===== src/rtl/serial_subtractor.sv =====
// Bit-serial two's-complement subtractor: Y = A + ~B + CI, one bit per clock, LSB first.
// Raises C/V like the parallel adder and uses a START/BUSY/DONE handshake.
//
//   state    | meaning
//   ---------+-----------------------------------------------
//   ST_IDLE  | no result held, waiting for START
//   ST_SHIFT | one result bit produced per clock
//   ST_DONE  | Y/C/V hold a completed result until next START
module serial_subtractor #(
   parameter int WIDTH = 8
) (
   input  logic             CLK,
   input  logic             RST,
   input  logic             START,
   input  logic [WIDTH-1:0] A,
   input  logic [WIDTH-1:0] B,
   input  logic             CI,
   output logic [WIDTH-1:0] Y,
   output logic             C,
   output logic             V,
   output logic             BUSY,
   output logic             DONE
);

   localparam int CW = (WIDTH > 1) ? $clog2(WIDTH) : 1;

   typedef enum logic [1:0] {
      ST_IDLE  = 2'd0,
      ST_SHIFT = 2'd1,
      ST_DONE  = 2'd2
   } state_t;

   state_t state, state_nxt;

   logic [CW-1:0]    cnt;
   logic [WIDTH-1:0] a_sr;
   logic [WIDTH-1:0] nb_sr;
   logic [WIDTH-1:0] y_sr;
   logic             carry;
   logic             c_reg;
   logic             v_reg;

   logic accept;
   logic last_bit;
   logic sum_bit;
   logic carry_nxt;
   logic ovf_bit;

   always_comb begin
      accept    = START && (state != ST_SHIFT);
      last_bit  = (cnt == CW'(WIDTH - 1));
      sum_bit   = a_sr[0] ^ nb_sr[0] ^ carry;
      carry_nxt = (a_sr[0] & nb_sr[0]) | (a_sr[0] & carry) | (nb_sr[0] & carry);
      // On the last bit, a_sr[0] is A's MSB and ~nb_sr[0] is B's MSB.
      ovf_bit   = (a_sr[0] ^ ~nb_sr[0]) & (sum_bit ^ a_sr[0]);
   end

   always_ff @(posedge CLK or posedge RST) begin
      if (RST) begin
         state <= ST_IDLE;
      end else begin
         state <= state_nxt;
      end
   end

   always_comb begin
      state_nxt = state;
      BUSY      = 1'b0;
      DONE      = 1'b0;
      case (state)
         ST_IDLE: begin
            if (START) state_nxt = ST_SHIFT;
         end
         ST_SHIFT: begin
            BUSY = 1'b1;
            if (last_bit) state_nxt = ST_DONE;
         end
         ST_DONE: begin
            DONE = 1'b1;
            if (START) state_nxt = ST_SHIFT;
         end
         default: begin
            state_nxt = ST_IDLE;
         end
      endcase
   end

   always_ff @(posedge CLK or posedge RST) begin
      if (RST) begin
         cnt   <= '0;
         a_sr  <= '0;
         nb_sr <= '0;
         y_sr  <= '0;
         carry <= 1'b0;
         c_reg <= 1'b0;
         v_reg <= 1'b0;
      end else if (accept) begin
         cnt   <= '0;
         a_sr  <= A;
         nb_sr <= ~B;
         carry <= CI;
         y_sr  <= '0;
         c_reg <= 1'b0;
         v_reg <= 1'b0;
      end else if (state == ST_SHIFT) begin
         y_sr  <= {sum_bit, y_sr[WIDTH-1:1]};
         a_sr  <= {1'b0, a_sr[WIDTH-1:1]};
         nb_sr <= {1'b0, nb_sr[WIDTH-1:1]};
         carry <= carry_nxt;
         if (last_bit) begin
            c_reg <= carry_nxt;
            v_reg <= ovf_bit;
         end else begin
            cnt <= cnt + CW'(1);
         end
      end
   end

   assign Y = y_sr;
   assign C = c_reg;
   assign V = v_reg;

endmodule


===== config.mk =====
export PLATFORM = sky130hd
export DESIGN_NAME = serial_subtractor
export DESIGN_NICKNAME = d
export VERILOG_FILES = /design/src/rtl/serial_subtractor.sv
export SDC_FILE = /design/constraint.sdc
export NUM_CORES = 1
export LEC_CHECK = 0
export CAP_MARGIN = 40
export CORE_AREA = 10 10 61 68
export CTS_CLUSTER_SIZE = 20
export DETAILED_ROUTE_END_ITERATION = 12
export DIE_AREA = 0 0 71 78
export DONT_BUFFER_PORTS = 1
export PLACE_DENSITY = 0.71
export REMOVE_ABC_BUFFERS = 1
export SKIP_LAST_GASP = 1
export SLEW_MARGIN = 20
export SYNTH_ARGS = -nofsm -noshare
export SYNTH_HDL_FRONTEND = slang
export SYNTH_SLANG_ARGS = --single-unit

===== constraint.sdc =====
create_clock -name CLK -period 1.45 [get_ports CLK]
set_clock_uncertainty 0.05 [all_clocks]
set_input_delay 0.29 -clock CLK [delete_from_list [all_inputs] [get_ports CLK]]
set_output_delay 0.29 -clock CLK [all_outputs]
set_load 0.01 [all_outputs]

==> flow_summary.json <==
{
  "grt_pass1_wl_mm": 5.24,
  "path_class": "register to register",
  "rsz0062_at_grt": "true",
  "yosysSeqAreaShare_pct": 53.6,
  "clk_pin_slew_ns": 0.09,
  "die_area_um2": 5540,
  "via_per_inst": 5.51,
  "path_max_fanout": 3,
  "routed_wl_mm": 3.23,
  "numPortBuffers": 0,
  "peakVddDrop_v": 0.00116,
  "clock-sinks": 32,
  "mostFrequentLayoutCell": "nand2_1",
  "drtAntennaViolNets": 0,
  "clk_path_buf_depth": 2,
  "fp.dieH_um": 78,
  "grt_pass1_vias": 1116,
  "finalNetCount": 186,
  "power_w": 0.00375,
  "ctsRootBufferMaster": "clkbuf_4",
  "cp_slowest_cell": "dfrtp_1",
  "first_pass_iters": 4,
  "grt.total_usage_pct": 11.8,
  "area_delta_synth_final_pct": 18.0,
  "ys_warn_count": 0,
  "final_cell_count_no_fill": 194,
  "drive_gt1_share_pct": 16.9,
  "first_iter_violations": 38,
  "syn_area_um2": 1500,
  "fillers": 242,
  "ios": 32,
  "grt_use_met2_pct": 18.2,
  "max_stage_delay_ns": 0.40,
  "violations": "negative setup slack",
  "fin_ws_ns": -0.00929,
  "outcome": "finished with violations",
  "avgRoutedWirePerCell_um": 16.6,
  "fmax_ghz": 0.685,
  "p_sw_share_pct": 35.4,
  "cts_tree": "yes",
  "synth-seq-cells": 32,
  "min_period_ns": 1.46,
  "hp-class": "input port to register",
  "top_usage_layer": "met2",
  "crit_chain": "ha_2 > ha_4 > mux2_4 > mux2_4",
  "p_int_w": 0.00242,
  "core_um2": 2890,
  "vias": 1069,
  "setup_viol": 1,
  "fin_crit_sh_pct": 101,
  "gp_routability_congestion": 0.703,
  "powerDensity_nw_per_um2": 2130,
  "maxCapViolCount": 0,
  "antenna_found_initial": 0,
  "worstMarginPinSlew_ns": 0.401,
  "initial_core_util_pct": 51.7,
  "met3_usage_pct": 7.51,
  "clockPowerShare_pct": 15.0,
  "cp.required_ns": 1.61,
  "grt_use_met1_pct": 12.5,
  "slew_viol_final": 0,
  "crit_family": "multiplexers",
  "worst_setup_path_end_kind": "register",
  "mostFrequentLayoutCells": "nand2_1, dfrtp_1, o21ai_0",
  "tritoncts.num_buffers": 5,
  "ys_types": 25,
  "grt-ovfl-total": 0,
  "grt_max_degree": 33,
  "postSynthCellCount": 149,
  "rows": 21,
  "cts.htree.levels": 2,
  "crit_buf_inv": 0,
  "hold_viol": 0,
  "diodes": 0,
  "combPwrFrac_pct": 41.6,
  "arrival_ns": 1.62,
  "timing.slew.headroom_pct": 73.3,
  "seqPwrFrac_pct": 43.4,
  "total_switching_power_w": 0.00133,
  "route.detailed.drc": 0,
  "dp.cells": 178,
  "p_leak_nw": 0.855,
  "fp.dieW_um": 71,
  "dp_hpwl_mm": 2.01,
  "clk_latency_ns": 0.33,
  "tns_ns": -0.00929,
  "syn-mean-instance-area_um2": 10.0,
  "worstSetupStartpointType": "register",
  "crit_top_cell": "mux2_4"
}
## layout make-up
type,instances,area [µm²],share of cell area (%)
Inverter,7,31.3,1.77
Timing Repair Buffer,14,193,10.9
Clock buffer,7,65.1,3.69
Sequential cell,32,801,45.4
Tap cell,34,42.5,2.41
Multi-Input combinational cell,100,632,35.8
## repair_timing
| item | 4_1_cts | 5_1_grt |
|---|---|---|
| cloned | 2 | 1 |
| pin swaps | 1 | 0 |
| buffers inserted | 1 | 2 |
| endpoints found under the setup margin | 2 | 4 |
| gates resized for setup | 4 | 3 |
| hold endpoints to repair | 33 | 0 |
| hold buffers | 3 | 0 |
## final timing paths
| path | start | endpoint | slack [ns] | cells after the start |
|---|---|---|---|---|
| worst max-delay path | cnt[1] | cnt[0] | -0.009 | 4 |
| worst min-delay path | START | nb_sr[7] | 0.07 | 2 |
| max in group asynchronous | RST | state[1] | 0.61 | 3 |
| min in group asynchronous | RST | Y[4] | 0.44 | 3 |
| worst max register to register | cnt[1] | cnt[0] | -0.009 | 4 |
| worst min register to register | nb_sr[5] | nb_sr[4] | 0.44 | 2 |
## synthesized netlist by cell type, drive strengths merged
cell type	number	share of area, %
a211oi	1	0.50
a21oi	2	0.67
a22o	3	1.8
a31o	1	0.59
a32o	1	0.67
buf	8	3.6
clkbuf	2	0.50
dfrtp	32	54
fa	1	1.3
ha	5	4.2
inv	7	1.9
mux2	2	2.0
mux2i	9	6.0
nand2	36	9.0
nand2b	2	0.84
nand3	1	0.33
nand3b	1	0.50
nor2	3	0.75
nor2b	1	0.42
o211a	1	0.67
o21ai	29	9.7
o22ai	1	0.42
## state kept, by name, indices dropped and copies added, names as in the netlist
signal	flops
C	1
V	1
Y	8
a_sr	8
carry	1
cnt	3
nb_sr	8
state	2
## through the flow
step	cell area [µm²]	utilization, %	hold slack [ns]	worst slack, ns
after floorplan	1430	-	0.329	-0.220
after global placement	1530	52.8	0.238	-0.00293
after detailed placement	1530	52.8	0.247	-0.0506
after CTS	1720	59.4	0.0576	-0.00455
after global routing	1760	61.0	0.0664	-0.0340
final	1760	61.0	0.0740	-0.00929
## per-layer routing
layer,part of all wire (%),vias up
met3,9.9,7
met2,47,27
met5,0,-
met1,41,514
met4,1.8,0
li1,-,521
## power by group through the flow
stage	Clock, W	Combinational [W]	Sequential, W
finish	0.000562	0.00156	0.00163
global route	0.000620	0.00173	0.00169
CTS	0.000578	0.00146	0.00164
detailed placement	0	0.00113	0.00164
global placement	0	0.00108	0.00161
floorplan	0	0.000810	0.00155
## kinds of logic after synthesis
| kind of cell | count (synthesis) | share of synthesized area (%) |
|---|---|---|
| mux | 11 | 8.03 |
| compound gates | 39 | 15.0 |
| fa+ha+maj | 6 | 5.52 |
| simple gates | 44 | 11.9 |
| buf+inv | 17 | 6.03 |
| flops | 32 | 53.6 |
Power figures use the tool's default switching activity.
